**config.mk**
```make
export PLATFORM = sky130hd
export DESIGN_NAME = dmem_arbiter
export DESIGN_NICKNAME = d
export VERILOG_FILES = /design/src/rtl/dmem_arbiter.sv
export SDC_FILE = /design/constraint.sdc
export NUM_CORES = 1
export LEC_CHECK = 0
export ABC_AREA = 1
export CORE_MARGIN = 4
export CORE_UTILIZATION = 39
export CTS_CLUSTER_DIAMETER = 120
export DETAILED_ROUTE_END_ITERATION = 8
export PLACE_DENSITY_LB_ADDON = 0.05
export SETUP_SLACK_MARGIN = 0.2
export SLEW_MARGIN = 15
export SYNTH_ARGS = -nofsm -noshare
export SYNTH_HDL_FRONTEND = slang
export SYNTH_SLANG_ARGS = --single-unit
```
**constraint.sdc**
```tcl
create_clock -name clk -period 1.7 [get_ports clk]
set_input_delay 0.17 -clock clk [delete_from_list [all_inputs] [get_ports clk]]
set_output_delay 0.17 -clock clk [all_outputs]
set_load 0.005 [all_outputs]
```
**src/rtl/dmem_arbiter.sv**
```systemverilog
// rtl/dmem_arbiter.sv - round-robin arbiter/sequencer sharing one data-memory port between CPU and AUX
// Each access is IDLE -> ACCESS -> RESP; illegal addresses are rejected without touching memory.
module dmem_arbiter #(
  parameter int DEPTH_WORDS = 64,
  parameter int DATA_W      = 32
) (
  input  logic              clk,
  input  logic              reset,

  input  logic              cpu_req,
  input  logic              cpu_we,
  input  logic [31:0]       cpu_addr,
  input  logic [DATA_W-1:0] cpu_wdata,
  output logic              cpu_ack,
  output logic              cpu_err,
  output logic [DATA_W-1:0] cpu_rdata,

  input  logic              aux_req,
  input  logic              aux_we,
  input  logic [31:0]       aux_addr,
  input  logic [DATA_W-1:0] aux_wdata,
  output logic              aux_ack,
  output logic              aux_err,
  output logic [DATA_W-1:0] aux_rdata,

  output logic [31:0]       mem_addr,
  output logic [DATA_W-1:0] mem_writeData,
  output logic              mem_writeEnable,
  input  logic [DATA_W-1:0] mem_read
);

  typedef enum logic [1:0] {
    ST_IDLE   = 2'd0,
    ST_ACCESS = 2'd1,
    ST_RESP   = 2'd2
  } state_t;

  localparam logic        ID_CPU    = 1'b0;
  localparam logic        ID_AUX    = 1'b1;
  localparam logic [31:0] DEPTH_W32 = 32'(DEPTH_WORDS);

  state_t              state_q, state_d;
  logic                last_q, last_d;
  logic                id_q, id_d;
  logic                we_q, we_d;
  logic                ok_q, ok_d;
  logic [31:0]         addr_q, addr_d;
  logic [DATA_W-1:0]   wdata_q, wdata_d;
  logic [DATA_W-1:0]   cpu_rdata_q, cpu_rdata_d;
  logic [DATA_W-1:0]   aux_rdata_q, aux_rdata_d;

  logic                pick;
  logic                sel_we;
  logic [31:0]         sel_addr;
  logic [DATA_W-1:0]   sel_wdata;

  function automatic logic addr_legal(input logic [31:0] a);
    return (a[1:0] == 2'b00) && ({2'b00, a[31:2]} < DEPTH_W32);
  endfunction

  // Tie goes to whoever was not served last; a lone requester always wins.
  always_comb begin
    pick = ID_CPU;
    if (cpu_req && aux_req) begin
      pick = ~last_q;
    end else if (aux_req) begin
      pick = ID_AUX;
    end
    sel_we    = (pick == ID_AUX) ? aux_we    : cpu_we;
    sel_addr  = (pick == ID_AUX) ? aux_addr  : cpu_addr;
    sel_wdata = (pick == ID_AUX) ? aux_wdata : cpu_wdata;
  end

  always_comb begin
    state_d     = state_q;
    last_d      = last_q;
    id_d        = id_q;
    we_d        = we_q;
    ok_d        = ok_q;
    addr_d      = addr_q;
    wdata_d     = wdata_q;
    cpu_rdata_d = cpu_rdata_q;
    aux_rdata_d = aux_rdata_q;

    case (state_q)
      ST_IDLE: begin
        if (cpu_req || aux_req) begin
          id_d    = pick;
          we_d    = sel_we;
          addr_d  = sel_addr;
          wdata_d = sel_wdata;
          ok_d    = addr_legal(sel_addr);
          state_d = ST_ACCESS;
        end
      end
      ST_ACCESS: begin
        if (!we_q && ok_q) begin
          if (id_q == ID_AUX) begin
            aux_rdata_d = mem_read;
          end else begin
            cpu_rdata_d = mem_read;
          end
        end
        last_d  = id_q;
        state_d = ST_RESP;
      end
      ST_RESP: begin
        state_d = ST_IDLE;
      end
      default: begin
        state_d = ST_IDLE;
      end
    endcase
  end

  always_ff @(posedge clk) begin
    if (reset) begin
      state_q     <= ST_IDLE;
      last_q      <= ID_AUX;
      id_q        <= ID_CPU;
      we_q        <= 1'b0;
      ok_q        <= 1'b0;
      addr_q      <= '0;
      wdata_q     <= '0;
      cpu_rdata_q <= '0;
      aux_rdata_q <= '0;
    end else begin
      state_q     <= state_d;
      last_q      <= last_d;
      id_q        <= id_d;
      we_q        <= we_d;
      ok_q        <= ok_d;
      addr_q      <= addr_d;
      wdata_q     <= wdata_d;
      cpu_rdata_q <= cpu_rdata_d;
      aux_rdata_q <= aux_rdata_d;
    end
  end

  // Reset gates the strobe combinationally so an aborted write never lands.
  assign mem_addr        = addr_q;
  assign mem_writeData   = wdata_q;
  assign mem_writeEnable = (state_q == ST_ACCESS) & we_q & ok_q & ~reset;

  assign cpu_ack   = (state_q == ST_RESP) && (id_q == ID_CPU);
  assign aux_ack   = (state_q == ST_RESP) && (id_q == ID_AUX);
  assign cpu_err   = cpu_ack & ~ok_q;
  assign aux_err   = aux_ack & ~ok_q;
  assign cpu_rdata = cpu_rdata_q;
  assign aux_rdata = aux_rdata_q;

endmodule

```
# ---- Word-level counts from Yosys, hierarchy flattened
# Cells that the tools add are included.
dict set report classes {
  magnitude_cmp 1
  eq_ne 3
  mux 7
  bitwise_logic 9
  n_reduce_logical 12
}
# operator n
set op_table {}
lappend op_table {{$mux 32} 2}
lappend op_table {{$lt 30x7->1 const B} 1}
lappend op_table {{$reduce_and 3->1} 2}
lappend op_table {{$and 1x1->1} 5}
lappend op_table {{$logic_and 1x1->1} 5}
lappend op_table {{$logic_not 2->1} 2}
lappend op_table {{$not 1->1} 4}
lappend op_table {{$pmux 2 s2} 1}
lappend op_table {{$mux 1} 3}
lappend op_table {{$eq 2x1->1 const B} 1}
lappend op_table {{$eq 2x2->1 const B} 1}
lappend op_table {{$mux 2} 1}
lappend op_table {{$ne 2x2->1 const B} 1}
lappend op_table {{$reduce_and 2->1} 1}
lappend op_table {{$logic_not 1->1} 1}
lappend op_table {{$logic_or 1x1->1} 1}
dict set report totals {
  regBits 134
  in_bits 166
  output_inout_bits 133
  word_cells 41
}

# ---- Longest topological paths before layout
# Gate-level depths: netlist (run 1).
dict set report depth {
  ltp_word 5
  ltp_mapped 11
  mapped_depth_nobuf 10
}

# ---- Worst setup path before layout (run 1)
# OpenSTA, ideal clock, no wires.
dict set report synth_timing {
  path_type {register -> register}
  from {register state_q[0]}
  to {register aux_rdata_q[13] (netlist: aux_rdata[13])}
  setup_ps 116
  arrival_time_ps 1151
  required_ps 1584
  slack_ps 434
  stages_incl_launch_ff 9
  path_buffers 1
  period_less_slack_ps 1266
  cell_sequence {dfxtp_1 -> inv_2 -> nor2_2 -> nand2_1 -> nor2_4 -> nand2_2 -> buf_2 -> o21ai_0 -> nor2_1}
}
dict set report synth_via {
  elab_chain_len 2
}
# element line_no
set synth_rtl {}
lappend synth_rtl {{start: declaration} 42} ;# state_t state_q, state_d;
lappend synth_rtl {{start signal: assignment} 128} ;# state_q <= state_d;
lappend synth_rtl {{$eq 2x1->1} 85} ;# case (state_q)
lappend synth_rtl {{$reduce_and 3->1 (no line)} -}
lappend synth_rtl {{end signal: assignment} 136} ;# aux_rdata_q <= aux_rdata_d;
lappend synth_rtl {{end: declaration} 50} ;# logic [DATA_W-1:0] aux_rdata_q, aux_rdata_d;
# No other way between the ends.
# A chain may end at the register's enable or synchronous reset.

# ---- Worst setup path after layout (run 1)
dict set report layout_timing {
  from {register state_q[1]}
  to {register ok_q}
}
dict set report layout_via {
  elab_chain_len 2
}
# element line_no
set layout_rtl {}
lappend layout_rtl {{$logic_not 2->1} 85}
lappend layout_rtl {{$reduce_and 2->1 (no line)} -}
lappend layout_rtl {{end signal: assignment} 132} ;# ok_q <= ok_d;
lappend layout_rtl {{end: declaration} 46} ;# logic ok_q, ok_d;
# No other way between the ends.

==> results of run 1 <==
## worst max-delay path by stage
stage | to | slack, ps | start
floorplan | aux_rdata[13] | 430 | state_q[0]
global placement | ok_q | -20 | cpu_req
detailed placement | ok_q | -60 | cpu_req
CTS | mem_writeEnable | 190 | state_q[0]
global route | ok_q | 100 | last_q
finish | ok_q | 230 | state_q[1]
## layout by cell type, fill, tap and decap left out, types with 3 or more instances in the layout
| master | instances |
|---|---|
| nand3_1 | 36 |
| dfxtp_1 | 129 |
| dlymetal6s2s_1 | 8 |
| buf_4 | 36 |
| nor2_1 | 76 |
| inv_1 | 23 |
| buf_2 | 6 |
| o21ai_0 | 74 |
| clkbuf_8 | 4 |
| a31oi_1 | 43 |
| dfxtp_2 | 4 |
| nand3b_1 | 19 |
| nor2_4 | 3 |
| nand2_1 | 184 |
| clkdlybuf4s50_1 | 282 |
| buf_12 | 4 |
| o21ai_1 | 23 |
| buf_6 | 7 |
| a21oi_1 | 54 |
| nand2_2 | 3 |
| clkbuf_16 | 19 |
| dlygate4sd2_1 | 3 |
| clkbuf_1 | 4 |
| inv_2 | 5 |
## where the power goes
| part | total [mW] | switching [mW] | internal, mW | leakage (nW) |
|---|---|---|---|---|
| sequential | 3.44 | 0.0983 | 3.34 | 1.10 |
| clock | 3.63 | 1.32 | 2.31 | 0.283 |
| combinational | 1.64 | 0.695 | 0.943 | 2.53 |
| total | 8.71 | 2.11 | 6.59 | 3.91 |
## cells in the mapped netlist
cell type and number:
nor4_1 2, clkbuf_1 24, and3_1 1, nand3b_1 19, dfxtp_1 134, buf_2 28
nor2_4 2, buf_4 2, o211ai_1 1, nor2_2 1, nor3_1 2, nand3_1 36
nand2_1 186, inv_2 4, a21oi_1 55, buf_6 3, o211a_1 1, o21ai_1 22
a31oi_1 43, nand2_2 2, o21ai_0 75, inv_1 26, nor2_1 77, clkbuf_2 1
## per-stage QoR
step                hold WS [ps]  cell area (um2)  setup slack (ps)  power [mW]
CTS                          301             9420               191        8.73
global placement             448             8830             -16.1        5.07
detailed placement           452             8830             -61.8        5.07
global route                 323             9590              98.1        9.09
floorplan                    318             5510               434        4.06
finish                       319             9590               232        8.71
## worst register-to-register path: stages, from the launching register on
cell and delay (ps):
dfxtp_2 330, inv_2 120, nand2_1 120, nor2_4 220
nand3_1 140, nor2_1 120, nand2_1 60, nor2_1 90
nand2_1 80, a21oi_2 120
## final cells by class
cell class / count / share of cell area [%]
Timing Repair Buffer: 350 / 36.4
Clock buffer: 25 / 5.17
Sequential cell: 134 / 28.1
Inverter: 30 / 1.23
Tap cell: 180 / 2.35
Clock inverter: 7 / 0.979
Multi-Input combinational cell: 525 / 25.8
## per-layer routing
layer / global-route usage (%) / routed length, um
met1: 25.4 / 7570
met2: 39.9 / 9630
met3: 8.72 / 1640
met4: 7.82 / 453
met5: 0 / 0
## sequential cells by signal, indices dropped and copies added (netlist names), 2 cells and up
name           count
mem_writeData     32
cpu_rdata         32
mem_addr          32
state_q            2
aux_rdata         32
## cell families (layout without fill, tap and decap cells)
kind of cell	Yosys count	after routing	synth area share, %
buffers and inverters	88	412	7.20
DFF	134	134	48.7
and+or+nand+nor	328	328	25.1
AOI/OAI and AO/OA	197	197	19.0
## what timing repair did
item / CTS / global route
endpoints found under the setup margin: 30 / 105
setup buffers: 0 / 3
pin swaps: 1 / 6
gates resized for setup: 34 / 30
gates cloned: 0 / 3
==> summary.md, run 1 <==
| Metric | Value |
|---|---|
| Status | `finished, final reports clean` |
| CP Data Arrival Time | `1810 ps` |
| Core ar. | `0.0139 mm2` |
| Setup tns final | `0 ps` |
| Clk Latency, worst-skew pair | `420 ps` |
| Max Clk Rate | `681 MHz` |
| FP Rows | `43` |
| R2R cell count | `9` |
| YS warnings | `0` |
| LEAKAGE | `3.91 nW` |
| ANT cells | `0` |
| Worst Path Required | `2040 ps` |
| # IOs | `299` |
| TritonCTS clock tree | `built` |
| DIE AREA | `0.0161 mm2` |
| Syn_nets | `913` |
| GRT Overall Usage | `22.8%` |
| Worst hold start | `aux_wdata[29]` |
| RD Place Congestion | `0.845` |
| Clk slew on worst S/H paths | `60 ps` |
| Cells after Synth | `747` |
| Num CTS Buffers | `17` |
| Worst path depth | `9` |
| Final Cycle Share | `86.4%` |
| Routed WL | `19300 um` |
| RR Endpoint | `ok_q` |
| DP Wirelength | `13900 um` |
| Largest cells by area after synthesis | `dfxtp_1 49%, nand2_1 13%, o21ai_0 6.8%` |
| CP cell instances | `inv_2 -> nand2_1 -> nor2_4 -> nand3_1 -> nor2_1 -> nand2_1 -> nor2_1 -> nand2_1 -> a21oi_2` |
| Residual DRC | `0` |
| Length of the first detailed-routing pass in iterations | `4` |
| Hold Path Class | `in -> reg` |
| CTS sink cnt | `134` |
| Hold Buf Count CTS | `0` |
| Fin cells | `1251` |
| CP Buf/Inv Count | `1` |
| Register area | `0.00269 mm2` |
| Clock tree buffer depth | `2` |
| Worst Path Max Fanout | `6` |
| #FFs+latches synth | `134` |
| Crit-path most repeated cell | `nand2_1` |
| CTS H-tree lvls | `4` |
| Area occupied by multi-input gates | `0.00247 mm2` |
| Synth top area share | `48.7%` |
| Reg2reg start | `state_q[1]` |
| Crit path time final | `1470 ps` |
| Synth cell types | `24` |
| Cell area after synthesis | `0.00551 mm2` |
| # fillers | `1231` |
| Hold EP | `mem_writeData[29]` |
| Rel. slew slack | `73.8%` |
| Critical path class | `reg -> reg` |
| Die width | `127 um` |
| Max-capacitance violation count | `0` |
| R2r setup slk | `230 ps` |
| Slew @ Worst Pin | `393 ps` |
| Final setup vio count | `0` |
| Wire length of the first global-routing pass | `29500 um` |
| Fin. Hold Viols | `0` |
| Max-slew violation count | `0` |
| Via density | `4.90` |
| Iter 0 DRT Violations | `316` |
| Worst setup SP type | `flop` |
| Area grow syn2layout | `74.1%` |
| Hold Path Stages | `3` |
| Via Count | `6126` |
| DP Cell Count | `1213` |
| Syn Area/Cell | `7.37 um2` |
| WL/cell | `15.4 um` |
| Largest net degree at the start of global routing | `80` |
| Share of post-route cells with drive strength above 1 | `10.2%` |
| Worst setup skew after layout | `8.59 ps` |
| Die height | `127 um` |
| Unrepaired setup endpoints after global routing | `true` |
| CP Capture Type | `flop` |
| Overflow left after global routing | `0` |
| Final net count | `1224` |
| Sequential area share after synthesis | `48.7%` |
| Crit-path slowest cell | `dfxtp_2` |
| Cell family with most CP delay | `simple AND/OR/NAND/NOR gates` |
| VDD IR max | `0.740 mV` |
| CTS root buf | `clkbuf_16` |
| PwrDens | `908 mW/mm2` |
| Number of I/O port buffers | `298` |
| CP peak stage delay | `330 ps` |
| Vias in the first global route | `5907` |
| Util after Layout | `69.1%` |
| Initial Utilization | `39.7%` |
| Antenna viol nets, final | `0` |
| Largest area contributor in the netlist | `dfxtp_1` |
| Initial antenna violation count | `0` |
Note: power is estimated with default switching activity, not from simulation.
==> run 2: changes to the inputs <==
--- a/config.mk
+++ b/config.mk
@@ -6,13 +6,15 @@
 export NUM_CORES = 1
 export LEC_CHECK = 0
 export ABC_AREA = 1
-export CORE_MARGIN = 4
-export CORE_UTILIZATION = 39
+export CORE_AREA = 4 4 113 115
 export CTS_CLUSTER_DIAMETER = 120
 export DETAILED_ROUTE_END_ITERATION = 8
+export DIE_AREA = 0 0 117 119
+export DONT_BUFFER_PORTS = 1
 export PLACE_DENSITY_LB_ADDON = 0.05
 export SETUP_SLACK_MARGIN = 0.2
 export SLEW_MARGIN = 15
 export SYNTH_ARGS = -nofsm -noshare
 export SYNTH_HDL_FRONTEND = slang
 export SYNTH_SLANG_ARGS = --single-unit
+export TNS_END_PERCENT = 10
==> run 2 against run 1 <==
Compared with the run above: sequential share of layout area is 7.0 points higher; flip-flop and latch count did not move; count of clock-buffer cells in the layout shrank 2; clock skew fell by 4.0 ps; first-iteration DRC count is 65% higher; combinational power shrank 37%; final cell count is 19% lower; non-clock buffer count is 203 lower; clock power grew 4%; power decreased by 4.5%.
==> summary.md, run 2 (synthesized netlist as in run 1, its figures left out) <==
| Metric | Value |
|---|---|
| Status | `finished, final reports clean` |
| GR Util met2 | `44.3%` |
| Num CTS Buffers | `17` |
| Max Clk Rate | `671 MHz` |
| Sw power | `2.04 mW` |
| PwrDens | `1090 mW/mm2` |
| Met1 Use GR | `28.8%` |
| FP Rows | `40` |
| Wire length of the first global-routing pass | `28400 um` |
| Number of I/O port buffers | `0` |
| Most frequent cells in the layout | `184 x nand2_1, 132 x dfxtp_1, 122 x dlygate4sd3_1` |
| Final net count | `1021` |
| Comb pwr share | `12.5%` |
| Max-slew violation count | `0` |
| Die height | `119 um` |
| Length of the first detailed-routing pass in iterations | `7` |
| RD Place Congestion | `0.835` |
| LEAKAGE | `3.09 nW` |
| Clock network fraction of total power | `45.2%` |
| Max-capacitance violation count | `0` |
| GRT Overall Usage | `26.0%` |
| Unrepaired setup endpoints after global routing | `true` |
| Critical path class | `reg -> out` |
| Worst setup skew after layout | `4.60 ps` |
| Rel. slew slack | `62.4%` |
| Iter 0 DRT Violations | `521` |
| Clock tree buffer depth | `2` |
| Crit path time final | `1490 ps` |
| CTS sink cnt | `134` |
| CP cell instances | `nor4_1` |
| WL/cell | `18.3 um` |
| Hold Path Class | `in -> reg` |
| Clk Latency, worst-skew pair | `410 ps` |
| Vias in the first global route | `5576` |
| VDD IR max | `0.642 mV` |
| Worst Path Required | `1530 ps` |
| Commonest non-fill, non-tap cell in the layout | `nand2_1` |
| DP Wirelength | `12100 um` |
| Clk slew on worst S/H paths | `60 ps` |
| DP Cell Count | `855` |
| Initial Utilization | `46.6%` |
| # IOs | `299` |
| Slew @ Worst Pin | `558 ps` |
| DIE AREA | `0.0139 mm2` |
| CP Data Arrival Time | `1320 ps` |
| Largest net degree at the start of global routing | `66` |
| Crit-path slowest cell | `nor4_1` |
| CP Capture Type | `output port` |
| Share of post-route cells with drive strength above 1 | `8.54%` |
| Setup tns final | `0 ps` |
| Worst setup SP type | `flop` |
| Final setup vio count | `0` |
| Sequential power share | `42.3%` |
| Overflow left after global routing | `0` |
| Antenna viol nets, final | `0` |
| Via density | `5.50` |
| Residual DRC | `0` |
| Routed WL | `18600 um` |
| Internal | `6.27 mW` |
| Net Sw Frac | `24.5%` |
| CP peak stage delay | `550 ps` |
| Via Count | `5584` |
| TritonCTS clock tree | `built` |
| Worst Path Max Fanout | `5` |
| Final Cycle Share | `87.7%` |
| Global routing's busiest layer | `met2` |
| CTS root buf | `clkbuf_16` |
| Die width | `117 um` |
| CTS H-tree lvls | `4` |
| CP Buf/Inv Count | `0` |
| Met3 Resource Use GR | `9.04%` |
| Core ar. | `0.0118 mm2` |
| Initial antenna violation count | `0` |
| Cell family with most CP delay | `simple AND/OR/NAND/NOR gates` |
| Area grow syn2layout | `38.9%` |
| Fin. Hold Viols | `0` |
| Fin cells | `1015` |
==> run 2: changes by cell type in the layout (fill, tap and decap cells not counted), sizes merged <==
cell	previous run	this run
dlymetal6s2s	8	0
clkbuf	27	23
diode	0	1
dlygate4sd3	0	122
clkdlybuf4s50	282	0
bufbuf	0	2
clkinvlp	2	1
bufinv	2	3
buf	55	23
clkinv	3	4
dlygate4sd2	3	0
==> run 2: worst paths after layout <==
path	start	endpoint	slack [ps]	depth (start not counted)
max	ok_q	cpu_err	210	1
min	cpu_addr[27]	mem_addr[27]	20	4
max reg2reg	state_q[0]	aux_rdata[15]	250	8
min reg2reg	cpu_rdata[5]	cpu_rdata[5]	490	2
==> run 2: metal layers <==
metal | up-vias | wire length (um)
li1 | 2707 | -
met1 | 2561 | 6950
met2 | 272 | 9460
met3 | 44 | 1730
met4 | 0 | 451
met5 | - | 0
==> run 2: stage by stage <==
step / area (um2) / setup slack [ps] / utilization (%) / hold WS (ps) / power, mW
3_3_place_gp: 5620 / 140 / 47.6 / 247 / 4.24
5_1_grt: 7650 / 135 / 64.7 / 21.2 / 8.66
3_5_place_dp: 5620 / 91.8 / 47.6 / 248 / 4.26
4_1_cts: 7590 / 170 / 64.3 / 0.0875 / 8.35
6_report: 7650 / 210 / 64.8 / 18.6 / 8.31
2_1_floorplan: 5510 / 434 / - / 318 / 4.06
==> run 2: layout make-up <==
class,count,area [um2]
diodes,1,2.50
flip-flops and latches,134,2690
well taps,147,184
fillers,981,4160
multi-input cells,525,2460
repair buffers,147,1590
clock buffers,23,488
inverters,30,115
clock inverters,8,121
==> run 2: what timing repair did <==
action	in CTS	in global routing
pin swaps	2	4
gates resized for setup	10	14
endpoints found under the setup margin	37	92
buffers inserted	3	0
hold buffers	123	0
cloned	2	0
endpoints found under the hold margin	114	0
==> run 2: power by group through the flow <==
stage	Clock [mW]	Combinational (mW)	Sequential, mW
final	3.76	1.04	3.52
after global routing	3.98	1.15	3.53
after CTS	3.84	1.00	3.51
after detailed placement	0	0.682	3.57
after global placement	0	0.664	3.58
after floorplan	0	0.554	3.51
==> run 3: changes to the inputs <==
--- a/config.mk
+++ b/config.mk
@@ -6,10 +6,12 @@
 export NUM_CORES = 1
 export LEC_CHECK = 0
 export ABC_AREA = 1
-export CORE_AREA = 4 4 113 115
+export CELL_PAD_IN_SITES_DETAIL_PLACEMENT = 1
+export CELL_PAD_IN_SITES_GLOBAL_PLACEMENT = 2
+export CORE_MARGIN = 4
+export CORE_UTILIZATION = 32
 export CTS_CLUSTER_DIAMETER = 120
 export DETAILED_ROUTE_END_ITERATION = 8
-export DIE_AREA = 0 0 117 119
 export DONT_BUFFER_PORTS = 1
 export PLACE_DENSITY_LB_ADDON = 0.05
 export SETUP_SLACK_MARGIN = 0.2
==> run 3 against run 2 <==
Compared with the run above: clock power grew 7.4%; combinational power is 7% higher; design area up 2.6%; power up 4.5%; worst setup slack worse by 2.5 ps; non-clock buffer count grew 6; hold slack gained 2.2 ps; global-route usage fell by 4.1 points; clock skew up 11 ps; largest cell class unchanged.
==> summary.md, run 3 (synthesized netlist as in run 1, its figures left out) <==
| Metric | Value |
|---|---|
| # fillers | `1976` |
| Via Count | `5657` |
| Max-capacitance violation count | `0` |
| Largest net degree at the start of global routing | `99` |
| CP Data Arrival Time | `1830 ps` |
| Critical path class | `reg -> reg` |
| Initial Utilization | `33.0%` |
| RD Place Congestion | `0.783` |
| Crit path time final | `1490 ps` |
| Die width | `139 um` |
| Number of I/O port buffers | `0` |
| Worst Path Required | `2030 ps` |
| Via density | `5.17` |
| DP Wirelength | `14400 um` |
| VDD IR max | `0.786 mV` |
| Clk slew on worst S/H paths | `60 ps` |
| Clk Latency, worst-skew pair | `420 ps` |
| Fin. Hold Viols | `0` |
| Antenna viol nets, final | `0` |
| CTS root buf | `clkbuf_16` |
| TritonCTS clock tree | `built` |
| R2r setup slk | `210 ps` |
| Overflow left after global routing | `0` |
| Initial antenna violation count | `0` |
| Hold Path Class | `in -> reg` |
| CTS H-tree lvls | `4` |
| Area grow syn2layout | `42.5%` |
| Length of the first detailed-routing pass in iterations | `4` |
| Wire length of the first global-routing pass | `34100 um` |
| RR Endpoint | `mem_writeData[11]` |
| Final Cycle Share | `87.8%` |
| CP Capture Type | `flop` |
| Max Clk Rate | `670 MHz` |
| PwrDens | `1110 mW/mm2` |
| Worst hold start | `cpu_addr[14]` |
| ANT cells | `0` |
| FP Rows | `47` |
| Die height | `139 um` |
| DIE AREA | `0.0194 mm2` |
| R2R cell count | `7` |
| Final net count | `1027` |
| Rel. slew slack | `67.3%` |
| CTS sink cnt | `134` |
| Worst Path Max Fanout | `34` |
| Core ar. | `0.0167 mm2` |
| GRT Overall Usage | `21.9%` |
| Vias in the first global route | `6056` |
| Commonest non-fill, non-tap cell in the layout | `nand2_1` |
| Hold Path Stages | `4` |
| Final setup vio count | `0` |
| Worst setup skew after layout | `15.4 ps` |
| Final Hold Slack | `20.8 ps` |
| Reg2reg start | `state_q[1]` |
| Worst setup SP type | `flop` |
| Share of post-route cells with drive strength above 1 | `11.0%` |
| Clock tree buffer depth | `2` |
| Iter 0 DRT Violations | `248` |
| WL/cell | `20.1 um` |
| Unrepaired setup endpoints after global routing | `true` |
| Status | `finished, final reports clean` |
| # IOs | `299` |
| Slew @ Worst Pin | `486 ps` |
| Setup tns final | `0 ps` |
| Num CTS Buffers | `17` |
| Area occupied by multi-input gates | `0.00251 mm2` |
| LEAKAGE | `3.10 nW` |
| Routed WL | `22000 um` |
| Hold EP | `mem_addr[14]` |
| Max-slew violation count | `0` |
| Register area | `0.00269 mm2` |
| Most frequent cells in the layout | `175 x nand2_1, 131 x dfxtp_1, 122 x dlygate4sd3_1` |
| Residual DRC | `0` |
-- run 3: changes by cell type in the layout (fill, tap and decap cells not counted), moves of 4 or more --
cell / previous run / this run
buf_4: 11 / 17
nand2_1: 184 / 175
nand2_2: 2 / 10
buf_12: 10 / 6
-- run 3: what timing repair did --
action,in CTS,in global routing
cloned,0,2
hold endpoints to repair,116,0
hold buffers,123,0
gates resized for setup,10,32
setup endpoints to repair,40,69
buffers inserted,2,4
pin swaps,1,12
-- run 3: worst max path at each step --
stage	to	slack (ps)	from
final	mem_writeData[11]	210	state_q[1]
after global routing	ok_q	100	last_q
after CTS	aux_err	190	id_q
after detailed placement	mem_writeData[3]	100	last_q
after global placement	mem_addr[6]	210	last_q
after floorplan	aux_rdata[13]	430	state_q[0]
-- run 3: report_power, final --
group / switching, mW / total [mW] / leakage (nW) / internal [mW]
Sequential: 0.192 / 3.53 / 1.10 / 3.34
Combinational: 0.599 / 1.11 / 1.69 / 0.509
Clock: 1.42 / 4.04 / 0.313 / 2.62
Total: 2.21 / 8.68 / 3.10 / 6.47
-- run 3: routing by layer --
layer / up-vias / wire length (um) / track usage [%] / part of all wire (%)
li1: 2723 / - / - / -
met1: 2677 / 8610 / 24.7 / 39
met2: 227 / 11000 / 37.6 / 50
met3: 30 / 1980 / 9.55 / 9.0
met4: 0 / 426 / 6.54 / 1.9
met5: - / 0 / 0 / 0
-- run 3: area by class of cell --
cell class | instances | share of cell area (%)
flip-flops and latches | 134 | 34.3
multi-input cells | 525 | 32.0
repair buffers | 153 | 20.5
clock buffers | 22 | 6.17
well taps | 220 | 3.51
clock inverters | 10 | 2.12
inverters | 30 | 1.47
-- run 3: through the flow --
stage | setup WS, ps | utilization, % | instance area [um2] | power [mW] | instances
finish | 207 | 47.0 | 7850 | 8.68 | 1094
global route | 104 | 47.0 | 7850 | 9.07 | 1094
CTS | 190 | 45.9 | 7660 | 8.67 | 1088
detailed placement | 98.3 | 34.3 | 5730 | 4.32 | 931
global placement | 211 | 34.3 | 5730 | 4.29 | 931
floorplan | 434 | - | 5510 | 4.06 | 747
-- run 3: critical path, stage by stage (launching register included) --
cell	delay, ps
dfxtp_1	320
inv_2	90
nand2_1	110
nor2_4	220
buf_12	160
buf_16	170
o21ai_0	120
a31oi_1	220
